**src/rtl/cmos_pixel_pack.sv**
```systemverilog
// cmos_pixel_pack
//   Packs an 8-bit CMOS camera byte stream (RGB565, high byte first) into
//   16-bit pixels with column/line coordinates. Discards SKIP_FRAMES whole
//   frames after reset so the sensor can settle before any output is shown.
//
// Ports
//   clk        camera pixel clock, all logic on the rising edge
//   rst        asynchronous active-low reset
//   cam_vsync  frame sync (active high), rising edge marks a frame start
//   cam_href   line valid (active high)
//   cam_data   camera byte
//   pix_data   packed pixel {first byte, second byte}, held between strobes
//   pix_de     one-cycle strobe per packed pixel
//   pix_vs     frame sync, aligned with pix_de (2-cycle latency)
//   pix_x      column of the current pixel, valid with pix_de
//   pix_y      line of the current pixel, valid with pix_de
//   line_err   one-cycle pulse after a line with odd bytes or != H_ACT pixels
module cmos_pixel_pack #(
    parameter int SKIP_FRAMES = 10,
    parameter int H_ACT       = 640
) (
    input  logic        clk,
    input  logic        rst,
    input  logic        cam_vsync,
    input  logic        cam_href,
    input  logic [7:0]  cam_data,
    output logic [15:0] pix_data,
    output logic        pix_de,
    output logic        pix_vs,
    output logic [10:0] pix_x,
    output logic [10:0] pix_y,
    output logic        line_err
);

    localparam int          FCW     = (SKIP_FRAMES < 1) ? 1 : $clog2(SKIP_FRAMES + 1);
    localparam logic [FCW-1:0] FC_MAX = FCW'(SKIP_FRAMES);
    localparam logic [10:0] XY_MAX  = 11'd2047;
    localparam logic [10:0] H_ACT_V = 11'(H_ACT);

    // S1 input stage and its one-cycle history
    logic           s1_vs, s1_hr, s1_vs_d, s1_hr_d;
    logic [7:0]     s1_data;
    // Set once a genuine low vsync has been sampled since reset, so a
    // release in the middle of a high vsync cannot look like a rising edge.
    logic           vs_armed;

    logic           byte_phase;
    logic [7:0]     hi_byte;
    logic [FCW-1:0] frame_cnt;
    logic           gate;
    logic [10:0]    xcnt, ycnt;

    logic frame_start, line_end, emit, gate_nxt, bad_line;

    always_comb begin
        frame_start = s1_vs & ~s1_vs_d & vs_armed;
        line_end    = s1_hr_d & ~s1_hr;
        emit        = s1_hr & byte_phase;
        gate_nxt    = gate | (frame_start & (frame_cnt == FC_MAX));
        // byte_phase still holds the parity of the finished line here
        bad_line    = byte_phase | (xcnt != H_ACT_V);
    end

    always_ff @(posedge clk or negedge rst) begin
        if (!rst) begin
            s1_vs      <= 1'b0;
            s1_hr      <= 1'b0;
            s1_vs_d    <= 1'b0;
            s1_hr_d    <= 1'b0;
            s1_data    <= '0;
            vs_armed   <= 1'b0;
            byte_phase <= 1'b0;
            hi_byte    <= '0;
            frame_cnt  <= '0;
            gate       <= 1'b0;
            xcnt       <= '0;
            ycnt       <= '0;
            pix_data   <= '0;
            pix_de     <= 1'b0;
            pix_vs     <= 1'b0;
            pix_x      <= '0;
            pix_y      <= '0;
            line_err   <= 1'b0;
        end else begin
            s1_vs    <= cam_vsync;
            s1_hr    <= cam_href;
            s1_data  <= cam_data;
            s1_vs_d  <= s1_vs;
            s1_hr_d  <= s1_hr;
            vs_armed <= vs_armed | ~cam_vsync;

            byte_phase <= s1_hr ? ~byte_phase : 1'b0;
            if (s1_hr && !byte_phase)
                hi_byte <= s1_data;

            if (frame_start && frame_cnt != FC_MAX)
                frame_cnt <= frame_cnt + 1'b1;
            gate <= gate_nxt;

            if (line_end || frame_start)
                xcnt <= '0;
            else if (emit && xcnt != XY_MAX)
                xcnt <= xcnt + 11'd1;

            // frame start overrides the line-end increment when both occur
            if (frame_start)
                ycnt <= '0;
            else if (line_end && xcnt != 11'd0 && ycnt != XY_MAX)
                ycnt <= ycnt + 11'd1;

            if (!gate_nxt) begin
                pix_data <= '0;
                pix_de   <= 1'b0;
                pix_vs   <= 1'b0;
                pix_x    <= '0;
                pix_y    <= '0;
                line_err <= 1'b0;
            end else begin
                pix_vs   <= s1_vs;
                pix_de   <= emit;
                // a line finishing as the gate opens belongs to a closed frame
                line_err <= gate & line_end & bad_line;
                if (emit) begin
                    pix_data <= {hi_byte, s1_data};
                    pix_x    <= xcnt;
                    pix_y    <= ycnt;
                end
            end
        end
    end

endmodule
```
**config.mk**
```make
export PLATFORM = sky130hd
export DESIGN_NAME = cmos_pixel_pack
export DESIGN_NICKNAME = d
export VERILOG_FILES = /design/src/rtl/cmos_pixel_pack.sv
export SDC_FILE = /design/constraint.sdc
export NUM_CORES = 1
export LEC_CHECK = 0
export ABC_AREA = 1
export ABC_CLOCK_PERIOD_IN_PS = 1600
export BUFFER_PORTS_ARGS = -buffer_cell sky130_fd_sc_hd__buf_2
export CELL_PAD_IN_SITES_DETAIL_PLACEMENT = 1
export CELL_PAD_IN_SITES_GLOBAL_PLACEMENT = 2
export CORE_MARGIN = 1.5
export CORE_UTILIZATION = 35
export DETAILED_ROUTE_END_ITERATION = 8
export PLACE_DENSITY = 0.88
export SYNTH_ARGS = -nofsm -noshare
export SYNTH_HDL_FRONTEND = slang
export SYNTH_SLANG_ARGS = --single-unit
```
**constraint.sdc**
```tcl
create_clock -name clk -period 1.6 [get_ports clk]
set_input_delay 0.16 -clock clk [delete_from_list [all_inputs] [get_ports clk]]
set_output_delay 0.16 -clock clk [all_outputs]
set_load 0.05 [all_outputs]
```
Yosys cells after proc, flatten, opt, wreduce, memory -nomap -nowiden
Cells that the tools add are included.
{ "totals": {"regBits": 90, "output_inout_bits": 41} }
{ "op_classes": {"addsub": 3, "eq_ne": 6, "mux": 14, "n_bitwise": 14, "reduce_logical": 10} }
{ "ops": {"columns": ["operator", "n"], "rows": [
  ["$mux W11", 8],
  ["$mux W16", 2],
  ["$add A11 B1 Y11 const B", 2],
  ["$ne A11 B11 Y1 const B", 2],
  ["$ne A11 B10 Y1 const B", 1],
  ["$reduce_bool A11 Y1", 1],
  ["$and A1 B1 Y1", 7],
  ["$logic_and A1 B1 Y1", 5],
  ["$add A4 B1 Y4 const B", 1],
  ["$eq A4 B4 Y1 const B", 1],
  ["$mux W1", 4],
  ["$ne A4 B4 Y1 const B", 1],
  ["$not A1 Y1", 4],
  ["$reduce_bool A2 Y1", 2],
  ["$or A1 B1 Y1", 3],
  ["$ne A2 B2 Y1 const B", 1],
  ["$logic_not A1 Y1", 1],
  ["$logic_or A1 B1 Y1", 1]
]} }

Depth between registers and ports, before layout
Gate-level depths: netlist of run 1.
{ "logic_depth": {"depth_word": 6, "mapped_depth": 10, "depth_no_buf": 9} }

Worst setup path after synthesis of run 1
Ideal clock, no wire load.
{ "synth_path": {"kind": "flip-flop to flip-flop", "start": "reg frame_cnt[0]", "end": "reg pix_data[0]", "arrival_ns": 1.320, "t_required_ns": 1.478, "setup_slack_ns": 0.157, "path_stages_with_launch": 11, "n_path_buf": 2, "period_less_slack_ns": 1.443, "path_cell_list": "dfrtp_1 > inv_1 > ha_1 > nand3b_4 > nor2_2 > nor2_2 > nor2_4 > buf_6 > buf_12 > nand2_2 > o21ai_2"} }
{ "synth_via": {"elab_chain_cells": 4, "elab_cells_between_ends": 5, "cone_classes": "eq/ne (2); mux (1); bitwise (2)"} }
{ "synth_rtl": {"columns": ["item", "line", "source"], "rows": [
  ["start, declared", "49", "logic [FCW-1:0] frame_cnt;"],
  ["start signal, assigned", "97", "frame_cnt <= frame_cnt + 1'b1;"],
  ["$eq A4 B4 Y1 (*)", "59", "gate_nxt = gate | (frame_start & (frame_cnt == FC_MAX));"],
  ["$and A1 B1 Y1 (*)", "59", null],
  ["$or A1 B1 Y1 (*)", "59", null],
  ["$ne A2 B2 Y1 (no source line) or $mux W16 (tied branches)", null, null],
  ["end signal, assigned", "124", "pix_data <= {hi_byte, s1_data};"],
  ["end, declared", "27", "output logic [15:0] pix_data,"]
]} }
Mark *: on every way between the ends. The rest lies on a longest branch, timed or not.
A chain may end at the register's enable or synchronous reset.

Worst setup path after layout of run 1
{ "layout_path": {"start": "reg frame_cnt[0]", "end": "reg pix_data[13]"} }
The elaborated chain is that of the path after synthesis.

==> results_dict.tcl, run 1 <==
set metrics [dict create \
    status "finished, final reports clean" \
    drtPass1Iterations 4 \
    grt_pass1_vias 3303 \
    drt_wl_total_um 9545 \
    path_class "reg2reg" \
    drt_iter0_drc 111 \
    fin_cells 659 \
    crit_slowest_cell "dfrtp_1" \
    rsz0062_at_grt "yes" \
    relSlewSlack_pct 72.17 \
    ios 53 \
    root_buffer "clkbuf_8" \
    numClockSinks 90 \
    slew_violations 0 \
    dp.cells 626 \
    yosysUniqueCellTypes 31 \
    place_congestion 0.7813 \
    synthesis.nets 441 \
    antenna_cells 0 \
    worst_pin_slew_ps 417.0 \
    numCtsBuffers 9 \
    power.density_nw_per_um2 1156 \
    synthToLayoutAreaGrowth_pct 26.54 \
    path_clk_slew_ps 100 \
    worstRegToRegCells 10 \
    crit_path_max_fanout 12 \
    critical-path-max-stage-delay_ps 390 \
    hold_viol 0 \
    ys_ff_latch 90 \
    ir_worst_vdd_v 0.0003762 \
    grt.overflow.total 0 \
    rr_startpoint "frame_cnt[0]" \
    hpwl_um 6613 \
    crit_chain "inv_2, ha_4, nand3b_4, nor2_4, nor2_2, nor2_4, buf_12, clkbuf_16, nand2_1, nand2_1" \
    synth-seq-area-share_pct 57.84 \
    worst_ep_arrival_time_ps 1850 \
    tritoncts "done" \
    finalClockSkew_ps 17.67 \
    drc 0 \
    ys_warn_count 0 \
    worst_setup_path_end_kind "flip-flop" \
    routedWlPerCell_um 14.48 \
    drive_above_1_share_pct 26.01 \
    grtUsageTotal_pct 17.63 \
    antenna_left 0 \
    r2r-end "pix_data[13]" \
    cp.depth 10 \
    layout_worst_path_cycle_share_pct 95.36 \
    cp-start-kind "flip-flop" \
    clockBufferDepth 2 \
    synth_cells 424 \
    viasPerCell 4.753 \
    core_um2 10840 \
    antenna_found_initial 0 \
    max_freq_mhz 655.4 \
    die_area_um2 11770 \
    synthTopCellsByArea "dfrtp_1 58%, nand2_1 13%, o21ai_0 4.9%" \
    portBuffers 52 \
    nNetsFinal 531 \
    cap_violations 0 \
    yosysTopAreaCell "dfrtp_1" \
    total_power_mw 5.697 \
    synth_area_per_cell_um2 9.183 \
    grt_pass1_wl_um 15870 \
    start_util_pct 35.92 \
    finalCriticalPeriod_ps 1526 \
    die_w_um 108.5 \
    insertion_delay_ps 380 \
    leakage_nw 2.537 \
    finalSetupTns_ps 0 \
    setup-violations-final 0 \
    vias 3132 \
    grt_max_degree 46 \
    fp.dieH_um 108.5 \
    row_count 38 \
    cts_max_level 3 \
    crit_required_ps 1930 \
    crit_family "simple AND/OR/NAND/NOR gates" \
    critPathBufInv 3 \
    syn_area_um2 3894 \
    synth_top_area_share_pct 57.84 \
    ff2ff_setup_slack_ps 70 \
    worstHoldPathType "in2async" \
]
-- cell usage in the layout (no fill, tap or decap), drive strengths merged --
cell and n:
a21oi 3, a31oi 1, buf 76, bufinv 1
clkbuf 13, dfrtp 90, dlygate4sd3 11, ha 5
inv 46, nand2 146, nand3 27, nand3b 1
nand4 3, nor2 31, nor3 4, nor3b 1
nor4 1, o21a 1, o21ai 49, o21bai 1
xnor2 2, xor2 6
-- per-stage QoR --
step,util (%),hold WS [ps],instance area (um2),setup slack (ps)
2_1_floorplan,-,-135.6,3894,157.3
3_3_place_gp,40.94,111.9,4438,21.94
3_5_place_dp,40.94,121.0,4438,-123.8
4_1_cts,44.08,245.7,4778,1.794
5_1_grt,45.45,248.9,4927,-33.06
6_report,45.45,242.8,4927,74.30
-- where the power goes --
| group | switching, mW | internal, mW | leakage [nW] | total, mW |
|---|---|---|---|---|
| sequential | 0.143 | 2.45 | 1.20 | 2.59 |
| combinational | 0.773 | 0.631 | 1.23 | 1.40 |
| clock | 0.903 | 0.798 | 0.110 | 1.70 |
| total | 1.82 | 3.88 | 2.54 | 5.70 |
-- what timing repair did --
action	CTS	global route
hold buffers	11	0
setup endpoints to repair	37	52
cloned	0	3
buffers inserted	0	3
endpoints found under the hold margin	39	0
pin swaps	0	2
gates resized for setup	3	9
-- Yosys cell counts (all sizes together) --
cell type,instances
nand4,3
o21bai,1
nand3,27
nor4,1
xnor2,2
xor2,6
nand2,146
inv,41
a31oi,1
o21a,1
clkbuf,3
buf,8
nor2,31
nor3,4
a21oi,3
nand3b,1
nor3b,1
ha,5
o21ai,49
dfrtp,90
-- registers in the layout (all words and copies together) (netlist names) --
signal / count
vs_armed: 1
pix_vs: 1
pix_x: 11
frame_cnt: 4
s1_hr: 1
xcnt: 11
hi_byte: 8
s1_hr_d: 1
pix_y: 11
pix_data: 16
pix_de: 1
gate: 1
s1_data: 8
s1_vs_d: 1
byte_phase: 1
line_err: 1
ycnt: 11
s1_vs: 1
-- how the worst max path moves through the flow --
stage | startpoint | end
floorplan | frame_cnt[0] | pix_data[0]
global placement | frame_cnt[0] | pix_x[2]
detailed placement | frame_cnt[0] | pix_x[6]
CTS | frame_cnt[0] | pix_x[5]
global route | xcnt[1] | xcnt[4]
finish | frame_cnt[0] | pix_data[13]
-- final cells by class --
class | instances | area (um2)
Multi-Input combinational cell | 282 | 1448
Inverter | 41 | 156.4
Sequential cell | 90 | 2252
Clock inverter | 6 | 76.32
Timing Repair Buffer | 90 | 681.9
Fill cell | 1290 | 5913
Tap cell | 140 | 175.2
Clock buffer | 10 | 137.6
-- kinds of logic (layout without fill, tap and decap cells) --
kind of cell / Yosys count / after routing / share of synthesized area, %
xor+xnor: 8 / 8 / 1.800
compound gates: 55 / 55 / 8.387
flops: 90 / 90 / 57.84
buf+inv: 52 / 147 / 6.234
fa+ha+maj: 5 / 5 / 1.607
simple gates: 214 / 214 / 24.13
-- per-layer routing --
| metal | GRT usage [%] | wire (um) |
|---|---|---|
| met3 | 4.159 | 261 |
| met4 | 5.639 | 143 |
| met1 | 21.68 | 4326 |
| met5 | 0 | 0 |
| met2 | 30.46 | 4815 |
Power figures use the tool's default switching activity.
==> run 2, diff against run 1 <==
CTS_BUF_LIST = sky130_fd_sc_hd__clkbuf_16   (was unset)
==> run 2 against run 1 <==
Non-clock buffer count down 2. Largest cell class unchanged. Sequential power hardly changed. Setup slack improved by 6.9 ps. Fmax increased by 0.45%. Count of clock-buffer cells in the layout decreased by 1. First-iteration DRC count rose by 4.5%. Critical endpoint is now pix_x[5]. Combinational power down 6%. Final cell count down 0.30%. Largest power group unchanged. Wire length up 1.3%. Clock power increased by 30%. Global-route usage rose by 0.099 points.
==> results_dict.tcl, run 2 (synthesis results as in run 1) <==
set metrics [dict create \
    antenna_cells 0 \
    p_sw_mw 1.870 \
    fp.dieH_um 108.5 \
    max_freq_mhz 658.4 \
    rsz0062_at_grt "yes" \
    numClockSinks 90 \
    setup_ws_ps 81.17 \
    viasPerCell 4.787 \
    grt_pass1_vias 3356 \
    layout_common_cells "131 x nand2_1, 90 x dfrtp_1, 51 x buf_2" \
    drt_wl_total_um 9671 \
    swShare_pct 30.55 \
    grt_max_degree 46 \
    drive_above_1_share_pct 26.31 \
    nNetsFinal 529 \
    vias 3145 \
    crit_required_ps 1870 \
    finalClockSkew_ps 9.221 \
    drtPass1Iterations 5 \
    clockBufferDepth 2 \
    cts_max_level 3 \
    hpwl_um 6613 \
    ios 53 \
    finalCriticalPeriod_ps 1519 \
    drc 0 \
    place_congestion 0.7813 \
    die_area_um2 11770 \
    setup-violations-final 0 \
    antenna_found_initial 0 \
    leakage_nw 2.560 \
    worst_setup_path_end_kind "flip-flop" \
    slew_violations 0 \
    grtUsageTotal_pct 17.73 \
    clkPwrFrac_pct 36.1 \
    pwr-share-seq_pct 42.3 \
    start_util_pct 35.92 \
    routedWlPerCell_um 14.72 \
    row_count 38 \
    synthToLayoutAreaGrowth_pct 28.25 \
    m1WireLength_um 4350 \
    tritoncts "done" \
    cp-start-kind "flip-flop" \
    ir_worst_vdd_v 0.0005314 \
    crit_path_max_fanout 6 \
    power.density_nw_per_um2 1226 \
    top_layer_used "met4" \
    post-place-ws_ps -123.8 \
    relSlewSlack_pct 70.93 \
    largest_register_ff_count 16 \
    grt.overflow.total 0 \
    cap_violations 0 \
    path_class "reg2reg" \
    layout_commonest_cell "nand2_1" \
    hold_viol 0 \
    wl_met3_um 272 \
    numCtsBuffers 9 \
    portBuffers 52 \
    drt_iter0_drc 116 \
    layout_worst_path_cycle_share_pct 94.93 \
    grt_pass1_wl_um 15950 \
    core_um2 10840 \
    root_buffer "clkbuf_16" \
    worst_pin_slew_ps 435.5 \
    worst_ep_arrival_time_ps 1790 \
    path_clk_slew_ps 70 \
    wl_met2_um 4876 \
    status "finished, final reports clean" \
    largest_register "pix_data" \
    worstHoldPathType "in2async" \
    die_w_um 108.5 \
    antenna_left 0 \
    comb_power_share_pct 21.6 \
    p_int_mw 4.251 \
    total_power_mw 6.121 \
    insertion_delay_ps 350 \
]
==> run 2: cell types whose count changed in the layout (fill, tap and decap cells not counted), sizes merged <==
cell    before  now
clkbuf      13   11
buf         76   75
clkinv       0    1
==> run 2: power by group through the flow <==
stage / logic, mW / clock network [mW] / registers, mW
after floorplan: 0.589 / 0 / 2.75
after global placement: 1.04 / 0 / 2.61
after detailed placement: 1.09 / 0 / 2.63
after CTS: 1.14 / 2.26 / 2.58
after global routing: 1.44 / 2.37 / 2.61
final: 1.32 / 2.21 / 2.59
==> run 2: worst paths after layout <==
kind | startpoint | endpoint | slack (ps) | depth (start not counted)
max | frame_cnt[0] | pix_x[5] | 80 | 10
min | rst | pix_data[3] | 280 | 2
max reg2reg | frame_cnt[0] | pix_x[5] | 80 | 10
min reg2reg | s1_vs | s1_vs_d | 400 | 0
max in group asynchronous | rst | ycnt[9] | 740 | 3
min in group clk | s1_vs | s1_vs_d | 400 | 0
==> run 2: area by class of cell <==
class,instances,area (um2)
fillers,1287,5847
clock inverters,7,80.08
inverters,41,153.9
clock buffers,9,225.2
multi-input cells,282,1458
repair buffers,88,649.4
well taps,140,175.2
flip-flops and latches,90,2252
==> run 2: repair_timing <==
action                                 4_1_cts  5_1_grt
setup endpoints to repair                   38       38
resized for setup                            3       12
cloned                                       0        2
setup buffers                                0        2
endpoints found under the hold margin       39        0
pin swaps                                    1        3
hold buffers                                11        0
==> run 2: metal layers <==
layer  vias up  global-route usage (%)
li1       1520                       -
met1      1573                   21.89
met2        38                   30.23
met3        14                   3.617
met4         0                   7.143
met5         -                       0
==> run 2: critical path, stage by stage, from the launching register on <==
cell and delay [ps]:
dfrtp_1 390, inv_2 90, ha_4 150, nand3b_4 110
nor2_4 120, nor2_2 60, nor2_4 120, buf_12 140
clkbuf_16 150, nand2_1 50, o21ai_0 70
==> run 2: per-stage QoR <==
| step | hold slack (ps) | instances | util, % | cell area, um2 | setup TNS, ps |
|---|---|---|---|---|---|
| floorplan | -135.6 | 424 | - | 3894 | 0 |
| global placement | 111.9 | 626 | 40.94 | 4438 | 0 |
| detailed placement | 121.0 | 626 | 40.94 | 4438 | -1722 |
| CTS | 287.1 | 653 | 44.92 | 4870 | 0 |
| global route | 299.2 | 657 | 46.06 | 4994 | -105.6 |
| finish | 275.4 | 657 | 46.06 | 4994 | 0 |
